## config.mk

```make
export PLATFORM = sky130hd
export DESIGN_NAME = mul_accum_harness
export DESIGN_NICKNAME = d
export VERILOG_FILES = /design/src/rtl/mul_accum_pkg.sv /design/src/rtl/mul_accum_harness_mul_pipe.sv /design/src/rtl/mul_accum_harness.sv
export SDC_FILE = /design/constraint.sdc
export NUM_CORES = 1
export LEC_CHECK = 0
export ABC_AREA = 0
export BUFFER_PORTS_ARGS = -buffer_cell sky130_fd_sc_hd__buf_4
export CAP_MARGIN = 5
export CORE_UTILIZATION = 45
export CTS_BUF_LIST = sky130_fd_sc_hd__clkbuf_16
export DETAILED_ROUTE_END_ITERATION = 10
export PLACE_DENSITY_LB_ADDON = 0.2
export SETUP_SLACK_MARGIN = 0.02
export SKIP_CTS_REPAIR_TIMING = 1
export SYNTH_ARGS = -nofsm -noshare
export SYNTH_HDL_FRONTEND = slang
export SYNTH_SLANG_ARGS = --single-unit
```

## constraint.sdc

```tcl
create_clock -name clk -period 12.1 [get_ports clk]
set_input_delay 2.42 -clock clk [delete_from_list [all_inputs] [get_ports clk]]
set_output_delay 2.42 -clock clk [all_outputs]
set_load 0.01 [all_outputs]
```

## src/rtl/mul_accum_pkg.sv

```systemverilog
// Shared types and readout-geometry helpers for the serial-load multiply-accumulate harness.
package mul_accum_pkg;

  // Fixed product carrier width; ACC_WIDTH must stay below this so the carry bits exist.
  localparam int unsigned ProdMaxW = 64;

  typedef struct packed {
    logic                valid;
    logic                acc_en;
    logic [ProdMaxW-1:0] product;
  } pipe_entry_t;

  function automatic int unsigned seg_count(input int unsigned width, input int unsigned seg_w);
    return (width + seg_w - 1) / seg_w;
  endfunction

  function automatic int unsigned sel_width(input int unsigned nseg);
    return (nseg > 1) ? $clog2(nseg) : 1;
  endfunction

  function automatic int unsigned a_offset(input int unsigned nseg_acc);
    return nseg_acc;
  endfunction

  function automatic int unsigned b_offset(input int unsigned nseg_acc, input int unsigned nseg_a);
    return nseg_acc + nseg_a;
  endfunction

endpackage

```

## src/rtl/mul_accum_harness_mul_pipe.sv

```systemverilog
// Operand-to-product pipeline: multiplies the low operand bits and carries valid/acc_en alongside.
module mul_pipe
  import mul_accum_pkg::*;
#(
  parameter int unsigned MUL_WIDTH = 13,
  parameter int unsigned STAGES    = 2
) (
  input  logic                 clk_i,
  input  logic                 rst_i,
  input  logic                 in_valid_i,
  input  logic                 in_acc_en_i,
  input  logic [MUL_WIDTH-1:0] op_a_i,
  input  logic [MUL_WIDTH-1:0] op_b_i,
  output pipe_entry_t          out_o,
  output logic                 busy_o
);

  pipe_entry_t [STAGES-1:0] stage_q, stage_d;
  logic [2*MUL_WIDTH-1:0]   prod;

  always_comb begin
    prod = {{MUL_WIDTH{1'b0}}, op_a_i} * {{MUL_WIDTH{1'b0}}, op_b_i};
    stage_d = stage_q;
    stage_d[0].valid   = in_valid_i;
    stage_d[0].acc_en  = in_acc_en_i;
    stage_d[0].product = ProdMaxW'(prod);
    for (int unsigned i = 1; i < STAGES; i++) begin
      stage_d[i] = stage_q[i-1];
    end
    busy_o = 1'b0;
    for (int unsigned i = 0; i < STAGES; i++) begin
      busy_o = busy_o | stage_q[i].valid;
    end
  end

  always_ff @(posedge clk_i) begin
    if (rst_i) begin
      stage_q <= '0;
    end else begin
      stage_q <= stage_d;
    end
  end

  assign out_o = stage_q[STAGES-1];

endmodule

```

## src/rtl/mul_accum_harness.sv

```systemverilog
// Serial-load operand capture, pipelined multiply, overwrite/accumulate with sticky overflow,
// and a byte-segment readout of accumulator and operands.
module mul_accum_harness
  import mul_accum_pkg::*;
#(
  parameter int unsigned A_WIDTH   = 16,
  parameter int unsigned B_WIDTH   = 16,
  parameter int unsigned MUL_WIDTH = 13,
  parameter int unsigned STAGES    = 2,
  parameter int unsigned ACC_WIDTH = 32,
  parameter int unsigned OUT_WIDTH = 8,
  localparam int unsigned SEL_W = sel_width(seg_count(ACC_WIDTH, OUT_WIDTH) +
                                            seg_count(A_WIDTH, OUT_WIDTH) +
                                            seg_count(B_WIDTH, OUT_WIDTH))
) (
  input  logic                 clk,
  input  logic                 rst,
  input  logic                 sin_a,
  input  logic                 sin_b,
  input  logic                 shift_en,
  input  logic                 capture,
  input  logic                 acc_en,
  input  logic                 acc_clr,
  input  logic [SEL_W-1:0]     rd_sel,
  output logic [OUT_WIDTH-1:0] rd_data,
  output logic                 busy,
  output logic                 res_valid,
  output logic                 ovf
);

  localparam int unsigned NsegAcc = seg_count(ACC_WIDTH, OUT_WIDTH);
  localparam int unsigned NsegA   = seg_count(A_WIDTH, OUT_WIDTH);
  localparam int unsigned NsegB   = seg_count(B_WIDTH, OUT_WIDTH);
  localparam int unsigned AOff    = a_offset(NsegAcc);
  localparam int unsigned BOff    = b_offset(NsegAcc, NsegA);
  localparam int unsigned AccPadW = NsegAcc * OUT_WIDTH;
  localparam int unsigned APadW   = NsegA * OUT_WIDTH;
  localparam int unsigned BPadW   = NsegB * OUT_WIDTH;

  logic [A_WIDTH-1:0]   sr_a_q, op_a_q;
  logic [B_WIDTH-1:0]   sr_b_q, op_b_q;
  logic                 cap_vld_q, cap_acc_en_q;
  logic [ACC_WIDTH-1:0] acc_q, acc_d;
  logic                 ovf_q, ovf_d;
  logic                 wrote_q, wrote_d;
  logic                 pipe_busy;
  pipe_entry_t          pipe_out;
  logic [ProdMaxW-1:0]  sum;

  mul_pipe #(
    .MUL_WIDTH (MUL_WIDTH),
    .STAGES    (STAGES)
  ) u_mul_pipe (
    .clk_i       (clk),
    .rst_i       (rst),
    .in_valid_i  (cap_vld_q),
    .in_acc_en_i (cap_acc_en_q),
    .op_a_i      (op_a_q[MUL_WIDTH-1:0]),
    .op_b_i      (op_b_q[MUL_WIDTH-1:0]),
    .out_o       (pipe_out),
    .busy_o      (pipe_busy)
  );

  // A clear coinciding with a write forces overwrite semantics for that write.
  always_comb begin
    acc_d   = acc_q;
    ovf_d   = ovf_q;
    wrote_d = wrote_q;
    sum     = ProdMaxW'(acc_q) + pipe_out.product;
    if (acc_clr) begin
      acc_d   = '0;
      ovf_d   = 1'b0;
      wrote_d = 1'b0;
    end
    if (pipe_out.valid) begin
      wrote_d = 1'b1;
      if (pipe_out.acc_en && !acc_clr) begin
        acc_d = sum[ACC_WIDTH-1:0];
        ovf_d = ovf_q | (|sum[ProdMaxW-1:ACC_WIDTH]);
      end else begin
        acc_d = pipe_out.product[ACC_WIDTH-1:0];
      end
    end
  end

  always_ff @(posedge clk) begin
    if (rst) begin
      sr_a_q       <= '0;
      sr_b_q       <= '0;
      op_a_q       <= '0;
      op_b_q       <= '0;
      cap_vld_q    <= 1'b0;
      cap_acc_en_q <= 1'b0;
      acc_q        <= '0;
      ovf_q        <= 1'b0;
      wrote_q      <= 1'b0;
    end else begin
      if (shift_en) begin
        sr_a_q <= {sr_a_q[A_WIDTH-2:0], sin_a};
        sr_b_q <= {sr_b_q[B_WIDTH-2:0], sin_b};
      end
      if (capture) begin
        op_a_q <= sr_a_q;
        op_b_q <= sr_b_q;
      end
      cap_vld_q    <= capture;
      cap_acc_en_q <= capture & acc_en;
      acc_q        <= acc_d;
      ovf_q        <= ovf_d;
      wrote_q      <= wrote_d;
    end
  end

  assign busy      = cap_vld_q | pipe_busy;
  assign res_valid = wrote_q & ~busy;
  assign ovf       = ovf_q;

  logic [AccPadW-1:0] acc_pad;
  logic [APadW-1:0]   a_pad;
  logic [BPadW-1:0]   b_pad;
  int unsigned        sel;

  always_comb begin
    acc_pad = AccPadW'(acc_q);
    a_pad   = APadW'(op_a_q);
    b_pad   = BPadW'(op_b_q);
    sel     = 32'(rd_sel);
    rd_data = '0;
    for (int unsigned i = 0; i < NsegAcc; i++) begin
      if (sel == i) rd_data = acc_pad[i*OUT_WIDTH +: OUT_WIDTH];
    end
    for (int unsigned i = 0; i < NsegA; i++) begin
      if (sel == AOff + i) rd_data = a_pad[i*OUT_WIDTH +: OUT_WIDTH];
    end
    for (int unsigned i = 0; i < NsegB; i++) begin
      if (sel == BOff + i) rd_data = b_pad[i*OUT_WIDTH +: OUT_WIDTH];
    end
  end

endmodule
```

Word-level counts from Yosys, hierarchy flattened
Index checks and enable logic that the tools add are counted.
{"block": "op_classes", "bitwise": 6, "n_addsub": 1, "muxes": 16, "n_reduce_logical": 5, "n_mul": 1, "eq_ne": 7}
{"op": "$mux 32", "count": 3}
{"op": "$add 32x64->64", "count": 1}
{"op": "$mux 8", "count": 8}
{"op": "$reduce_or 32->1", "count": 1}
{"op": "$mul 13x13->26", "count": 1}
{"op": "$eq 3x3->1 const B", "count": 4}
{"op": "$eq 3x2->1 const B", "count": 2}
{"op": "$mux 1", "count": 5}
{"op": "$eq 3x1->1 const B", "count": 1}
{"op": "$logic_not 3->1", "count": 1}
{"op": "$or 1x1->1", "count": 3}
{"op": "$and 1x1->1", "count": 2}
{"op": "$reduce_bool 2->1", "count": 1}
{"op": "$logic_and 1x1->1", "count": 1}
{"op": "$logic_not 1->1", "count": 1}
{"op": "$not 1->1", "count": 1}
{"block": "totals", "input_bits": 11, "reg_bits": 232, "word_cells": 52, "output_inout_bits": 11}

Logic depth before layout (Yosys ltp)
Gate-level depths: netlist (run 1).
{"block": "logic_depth", "word_depth": 9, "ltp_mapped": 21, "ltp_nobuf": 20}

Cells and area by module
Synthesis (run 1) repeated with hierarchy kept, for this count alone.
{"block": "hier_totals", "cells_unflattened": 1839, "hier_area_um2": 14856.7}
{"mod": "mul_accum_harness", "instances": 1, "area_per_inst_um2": 7493.4, "seq_area_each_um2": 2001.9, "cells_each": 1013}
{"mod": "mul_pipe", "instances": 1, "area_per_inst_um2": 7363.3, "seq_area_each_um2": 1121.1, "cells_each": 826}

Worst setup path after synthesis (run 1)
Ideal clock, no wire load.
{"block": "synth_timing", "path_type": "in2out", "from": "in rd_sel[0]", "to": "out rd_data[3]", "required_ns": 9.680, "arrival_time_ns": 4.135, "setup_slack_ns": 5.545, "cell_stages": 4, "n_path_buf": 2, "cell_sequence": "clkbuf_1 clkbuf_1 mux4_2 mux2_2"}
{"block": "synth_between", "elab_chain_len": 9, "word_cells_on_any_way": 16, "classes_between": "7 x eq/ne; 8 x mux; 1 x reduce/logical"}
{"item": "start: declaration", "line": "mul_accum_harness.sv:24", "source": "input logic [SEL_W-1:0] rd_sel,"}
{"item": "$logic_not 3->1", "line": "mul_accum_harness.sv:130", "source": "if (sel == i) rd_data = acc_pad[i*OUT_WIDTH +: OUT_WIDTH];"}
{"item": "$mux 8 (4 in series)", "line": "mul_accum_harness.sv:130"}
{"item": "$mux 8 (2 in series)", "line": "mul_accum_harness.sv:133", "source": "if (sel == AOff + i) rd_data = a_pad[i*OUT_WIDTH +: OUT_WIDTH];"}
{"item": "$mux 8", "line": "mul_accum_harness.sv:136", "source": "if (sel == BOff + i) rd_data = b_pad[i*OUT_WIDTH +: OUT_WIDTH];"}
{"item": "$mux 8 *", "line": "mul_accum_harness.sv:136"}
{"item": "end: declaration", "line": "mul_accum_harness.sv:25", "source": "output logic [OUT_WIDTH-1:0] rd_data,"}
Mark *: on every way between the ends. The rest lies on a longest branch, timed or not.

Worst setup path after layout (run 1)
{"block": "layout_timing", "from": "in rd_sel[0]", "to": "out rd_data[1]"}
The elaborated chain is that of the path after synthesis.

==> impl_metrics.toml, run 1 <==
[layout]
nFillCells = 2568
area_growth_syn_to_layout_pct = 8.16
stdcell_count = 1755
multiInputGateArea_mm2 = 0.00854
top_library_cells_by_usage_in_the_layout_fill_and_taps_aside = "inv_1, dfxtp_1, nand2_1, nor2_1, fa_1"
finish.net_count = 1600
insertedDiodeCount = 0
drive_above_1_share = 0.0701
layout.cells.most_common = "inv_1"
postLayoutCoreUtil = 0.500
register_area_mm2 = 0.00312
post-route-cell-area_mm2 = 0.0136

[synthesis]
synth_seq_area_share = 0.248
postSynth.asyncResetShare = 0
synthFlopType = "dfxtp_1"
synth_seq_cells = 156
synth.cell_area_mm2 = 0.0126
yosysWarnings = 0
ys_types = 65
syn_inst = 1394
postSynthAreaPerCell_um2 = 9.04
synth-edff-count = 0
syn_nets = 1624

[pwr]
p_leak_nw = 6.47
p_switching_mw = 0.264
power_report.internal_total_mw = 0.861
pwr_density_cell_mw_per_mm2 = 82.5
netSwitchingFraction = 0.235
power.share.sequential = 0.461
power.share.clock = 0.506
combPwrFrac = 0.033
power.ir.vdd_worst_uv = 86.0
power_mw = 1.13

[placed_design]
detailedPlacementHpwl_mm = 22.8
placed_cell_area_mm2 = 0.0130
place_ws_ns = 6.00
gp_routability_congestion = 0.883
cell_count_post_placement = 1723
numPortBuffers = 21

[detailed_routing]
wl_met3_mm = 1.36
avgRoutedWirePerCell_um = 17.5
routed-wl-met2_mm = 14.5
met1Wirelength_mm = 13.9
routed_wl_mm = 30.7
number_of_design_rule_violations_left_after_detail_routing = 0
firstDrtPassIters = 5
num_vias = 9394
detail_route.vias_per_cell = 5.35
drt_iter0_drc = 756
remaining_antenna_violation_count = 0
top_layer_used = "met4"

[clocking]
clkSlewWorstSetupHoldPaths_ns = 0.07
maximum_buffer_depth_of_the_clock_tree = 2
later_pin_clock_latency_in_the_skew_report_ns = 0.42
root_buffer = "clkbuf_16"
number_of_clock_sinks = 156
numCtsBuffers = 17
htree_levels = 4
tritoncts_clock_tree = "done"

[die]
rows = 60
dieHeight_um = 169
floorplan.io_pins = 22
core_mm2 = 0.0273
floorplan.initialDensity = 0.463
die_width_um = 169
die_area_mm2 = 0.0287

[grt]
grt_use_total = 0.224
initial_antenna_violation_count = 0
grt_start_max_net_pins = 94
grt_first_pass_wirelength_mm = 49.6
grt_pass1_vias = 9309
grt_overflow = 0

[worst_setup_path]
crit_path_end_kind = "output pin"
ff2ff_path_depth = 17
worstReg2RegEnd = "u_mul_pipe.stage_d[91]"
r2r-start = "b_pad[8]"
worstPathCellList = "buf_4, mux4_2, mux2_2, buf_4"
critPathKind = "primary input to output pin"
startpoint_types = "primary input"
setup.reg_to_reg.worst_slack_ns = 6.10
required_ns = 9.68
cp_slowest_cell = "mux4_2"
crit_path_frequent_cell = "buf_4"
worst-endpoint-arrival_ns = 3.68
crit_path_max_fanout = 19
slowest_delay_ns = 0.55

[flow_run]
max_cap_violations = 0

[sta]
worstMarginPinSlew_ns = 0.993
fin_hold_ws_ns = 0.435
timing_hold_violations_final = 0
slew_limit_headroom = 0.338
timing.fmax_mhz = 164
totalNegativeSetupSlack_ns = 0
setup_violations = 0
setup_repair_after_global_routing_missed_its_margin = "no"
setup_ws_ns = 6.00
timing.final.crit_share = 0.504
slew_viol_final = 0
min_cycle_time_layout_ns = 6.10
skew_ns = 0.00962

[worst_hold_path]
hold_path.class = "flop to flop"
hold-path-cell-count = 1
hold_path_startpoint = "u_mul_pipe.stage_d[82]"
worstHoldEndpoint = "u_mul_pipe.out_o[16]"

[outcome]
status = "finished, final reports clean"
## metal layers
metal / global-route usage / vias up
li1: - / 4517
met1: 0.294 / 4640
met5: 0 / -
met3: 0.0366 / 46
met2: 0.368 / 191
met4: 0.0866 / 0
## power by group through the flow
stage	Combinational [mW]	Clock, mW	Sequential, mW
6_report	0.0367	0.570	0.519
5_1_grt	0.0394	0.601	0.519
4_1_cts	0.0369	0.579	0.519
3_5_place_dp	0.0368	0	0.531
3_3_place_gp	0.0366	0	0.531
2_1_floorplan	0.0289	0	0.528
## area by class of cell
cell class	instances	area share
Clock inverter	15	0.0146
Clock buffer	17	0.0312
Timing Repair Buffer	27	0.0149
Inverter	181	0.0498
Tap cell	372	0.0341
Multi-Input combinational cell	987	0.626
Sequential cell	156	0.229
## cell usage after synthesis, types with 17 or more instances
cell	n	area (um2)
inv_1	181	679
dfxtp_1	156	3120
nand2_1	141	529
nor2_1	131	492
fa_1	122	2440
ha_1	97	1210
and2_1	79	494
mux2i_1	68	681
clkbuf_1	62	233
a21oi_1	57	285
nor2b_1	41	257
a21o_1	25	188
o21ai_0	20	100
xnor2_1	18	158
xor2_1	17	149
## how the worst max path moves through the flow
| stage | start | endpoint | slack (ns) |
|---|---|---|---|
| 2_1_floorplan | rd_sel[0] | rd_data[3] | 5.54 |
| 3_3_place_gp | rd_sel[0] | rd_data[7] | 6.02 |
| 3_5_place_dp | rd_sel[0] | rd_data[1] | 6.00 |
| 4_1_cts | rd_sel[0] | rd_data[1] | 6.00 |
| 5_1_grt | b_pad[7] | u_mul_pipe.stage_d[91] | 5.80 |
| 6_report | rd_sel[0] | rd_data[1] | 6.00 |
## flip-flops by register name (all words and copies together) (netlist names)
signal and cells:
a_pad 16, acc_pad 32, b_pad 16, cap_acc_en_q 1, cap_vld_q 1, ovf 1
sr_a_q 16, sr_b_q 16, u_mul_pipe.out_o 28, u_mul_pipe.stage_d 28, wrote_q 1
## kinds of logic (layout without fill, tap and decap cells)
group / count (synthesis) / count (layout) / share of synthesized area
adders and majority gates: 219 / 219 / 0.290
AOI/OAI and AO/OA: 192 / 192 / 0.107
muxes: 90 / 90 / 0.0861
xor gates and xnor gates: 35 / 35 / 0.0243
DFF: 156 / 156 / 0.248
and+or+nand+nor: 451 / 451 / 0.170
buffers and inverters: 251 / 240 / 0.0748
## worst max-delay path: cells and delay by family
family                 cells  cell delay, ns
buffers and inverters      2            0.41
multiplexers               2            0.85
Note: power is estimated with default switching activity, not from simulation.
==> inputs of run 2 (changes only) <==
--- a/config.mk
+++ b/config.mk
@@ -5,7 +5,7 @@
 export SDC_FILE = /design/constraint.sdc
 export NUM_CORES = 1
 export LEC_CHECK = 0
-export ABC_AREA = 0
+export ABC_AREA = 1
 export BUFFER_PORTS_ARGS = -buffer_cell sky130_fd_sc_hd__buf_4
 export CAP_MARGIN = 5
 export CORE_UTILIZATION = 45
==> constraint.sdc (replaced) <==
create_clock -name clk -period 5.3 [get_ports clk]
set_input_delay 1.06 -clock clk [delete_from_list [all_inputs] [get_ports clk]]
set_output_delay 1.06 -clock clk [all_outputs]
set_load 0.01 [all_outputs]
==> run 2 against run 1 <==
  * Final cell count increased by 40%
  * Clock skew up 0.0066 ns
  * Register-to-register slack lost 5.9 ns
  * Critical path type is now flop to flop
  * Largest power group is now registers
==> impl_metrics.toml, run 2 <==
[clocking]
tritoncts_clock_tree = "done"
htree_levels = 4
number_of_clock_sinks = 156
maximum_buffer_depth_of_the_clock_tree = 2
clkSlewWorstSetupHoldPaths_ns = 0.08
numCtsBuffers = 17
root_buffer = "clkbuf_16"
later_pin_clock_latency_in_the_skew_report_ns = 0.45

[pwr]
p_leak_nw = 8.03
combPwrFrac = 0.173
p_switching_mw = 1.01
power.ir.vdd_worst_uv = 211
power_report.internal_total_mw = 2.05
netSwitchingFraction = 0.330
power_mw = 3.06
pwr_density_cell_mw_per_mm2 = 203
power.share.sequential = 0.426
power.share.clock = 0.401

[synthesis]
post_synth_most_frequent_cells = "nand2_1, inv_1, nor2_1"
syn_nets = 2275
ys_types = 40
synthFlopType = "dfxtp_1"
synthTopCellsByArea = "dfxtp_1, fa_1, nand2_1"
synth.cell_area_mm2 = 0.0138
synth-edff-count = 0
synth_seq_cells = 156
synth_largest_type_area_fraction = 0.226
synth_top_area_cell = "dfxtp_1"
syn_inst = 2045
postSynthAreaPerCell_um2 = 6.76
post-synth-top-count-cell = "nand2_1"
postSynth.asyncResetShare = 0
synth_seq_area_share = 0.226
yosysWarnings = 0

[die]
die_width_um = 177
core_mm2 = 0.0300
dieHeight_um = 177
rows = 63
die_area_mm2 = 0.0314
floorplan.io_pins = 22
floorplan.initialDensity = 0.461

[worst_setup_path]
required_ns = 5.65
crit_path_max_fanout = 11
critPathKind = "flop to flop"
r2r-start = "a_pad[8]"
worstPathCellList = "buf_4, nand2_1, inv_1, fa_1, inv_1, fa_1, fa_1, inv_1, fa_1, inv_1, fa_1, inv_1, ha_1, nand2_1, nor4_1, nand4_1, nand3_1, nand2_1, nand2_1, nor2_1"
slowest_delay_ns = 0.62
crit_start = "a_pad[8]"
crit_path_end_kind = "flop"
startpoint_types = "flop"
worst-endpoint-arrival_ns = 5.48
cp_slowest_cell = "dfxtp_1"

[sta]
slew_viol_final = 0
setup_ws_ns = 0.170
skew_ns = 0.0162
setup_violations = 0
worstMarginPinSlew_ns = 1.20
timing.final.crit_share = 0.968
slew_limit_headroom = 0.197
timing.fmax_mhz = 195
timing_hold_violations_final = 0
min_cycle_time_layout_ns = 5.13
totalNegativeSetupSlack_ns = 0
setup_repair_after_global_routing_missed_its_margin = "no"

[grt]
grtUsageMet3 = 0.0324
initial_antenna_violation_count = 0
grt_overflow = 0
grt_use_total = 0.265
grt_start_max_net_pins = 79
globalRouteMet2Util = 0.461
grt_pass1_vias = 12200
met1_track_demand_over_resource_in_global_routing = 0.330
grt_first_pass_wirelength_mm = 64.0
top_usage_layer = "met2"

[layout]
layout.cells.most_common = "nand2_1"
top_library_cells_by_usage_in_the_layout_fill_and_taps_aside = "nand2_1, inv_1, nor2_1, dfxtp_1, fa_1"
finish.net_count = 2284
drive_above_1_share = 0.0687
insertedDiodeCount = 0
post-route-cell-area_mm2 = 0.0151
area_growth_syn_to_layout_pct = 9.00
stdcell_count = 2457
max_ffs_per_register = 32
register_area_mm2 = 0.00313
multiInputGateArea_mm2 = 0.00882
nFillCells = 3046

[placed_design]
detailedPlacementHpwl_mm = 31.3
cell_count_post_placement = 2425
gp_routability_congestion = 0.981
numPortBuffers = 21
placed_cell_area_mm2 = 0.0145
place_ws_ns = 0.195

[detailed_routing]
drt_iter0_drc = 988
firstDrtPassIters = 8
remaining_antenna_violation_count = 0
avgRoutedWirePerCell_um = 16.3
number_of_design_rule_violations_left_after_detail_routing = 0
detail_route.vias_per_cell = 5.07
routed_wl_mm = 40.0
num_vias = 12500

[outcome]
status = "finished, final reports clean"

[worst_hold_path]
hold_path_startpoint = "u_mul_pipe.stage_d[76]"
hold_path.class = "flop to flop"

[flow_run]
max_cap_violations = 0
run 2: changes by cell type after synthesis, sizes merged, moves of 68 or more:
| cell | previous run | this run |
|---|---|---|
| inv | 181 | 434 |
| nor2 | 131 | 252 |
| o21ai | 24 | 116 |
| nand2 | 141 | 539 |
| and2 | 79 | 2 |
| mux2i | 68 | 0 |
run 2: cell type report:
class                           count  area share
Clock buffer                       17      0.0282
Clock inverter                     15     0.00997
Inverter                          435       0.108
Timing Repair Buffer               55      0.0274
Sequential cell                   156       0.208
Multi-Input combinational cell   1389       0.585
Tap cell                          390      0.0324
run 2: worst paths after layout:
path,to,slack [ns],cells after the start
setup / recovery,u_mul_pipe.stage_d[88],0.17,20
hold / removal,u_mul_pipe.out_o[10],0.40,2
setup reg to reg,u_mul_pipe.stage_d[88],0.17,20
hold reg to reg,u_mul_pipe.out_o[10],0.40,2
run 2: through the flow:
| step | hold WS (ns) | util |
|---|---|---|
| floorplan | 0.388 | - |
| global placement | 0.394 | 0.483 |
| detailed placement | 0.393 | 0.483 |
| CTS | 0.403 | 0.502 |
| global route | 0.427 | 0.503 |
| finish | 0.403 | 0.503 |
run 2: worst max-delay path, delay by kind of cell (launching register included):
kind	cells	cell delay, ns
adder cells (fa/ha/maj)	6	2.68
flip-flops	1	0.62
AND/OR/NAND/NOR	8	1.17
buffers and inverters	6	0.57
run 2: cell families after synthesis:
logic type      count (synthesis)  synth area share
fa+ha+maj                     219             0.265
flops                         156             0.226
xor+xnor                       14           0.00887
compound gates                248            0.0968
simple gates                  908             0.267
buf+inv                       500             0.136
run 2: power groups by stage:
stage | Clock (mW) | Combinational [mW] | Sequential, mW
final | 1.23 | 0.530 | 1.30
after CTS | 1.24 | 0.532 | 1.30
after global placement | 0 | 0.520 | 1.33
after detailed placement | 0 | 0.527 | 1.33
after global routing | 1.29 | 0.604 | 1.31
after floorplan | 0 | 0.381 | 1.29
run 2: per-layer routing:
layer / up-vias / routed length, um / share of wire
li1: 6191 / - / -
met1: 5892 / 16900 / 0.42
met2: 318 / 19800 / 0.50
met3: 68 / 1930 / 0.048
met4: 0 / 1280 / 0.032
met5: - / 0 / 0
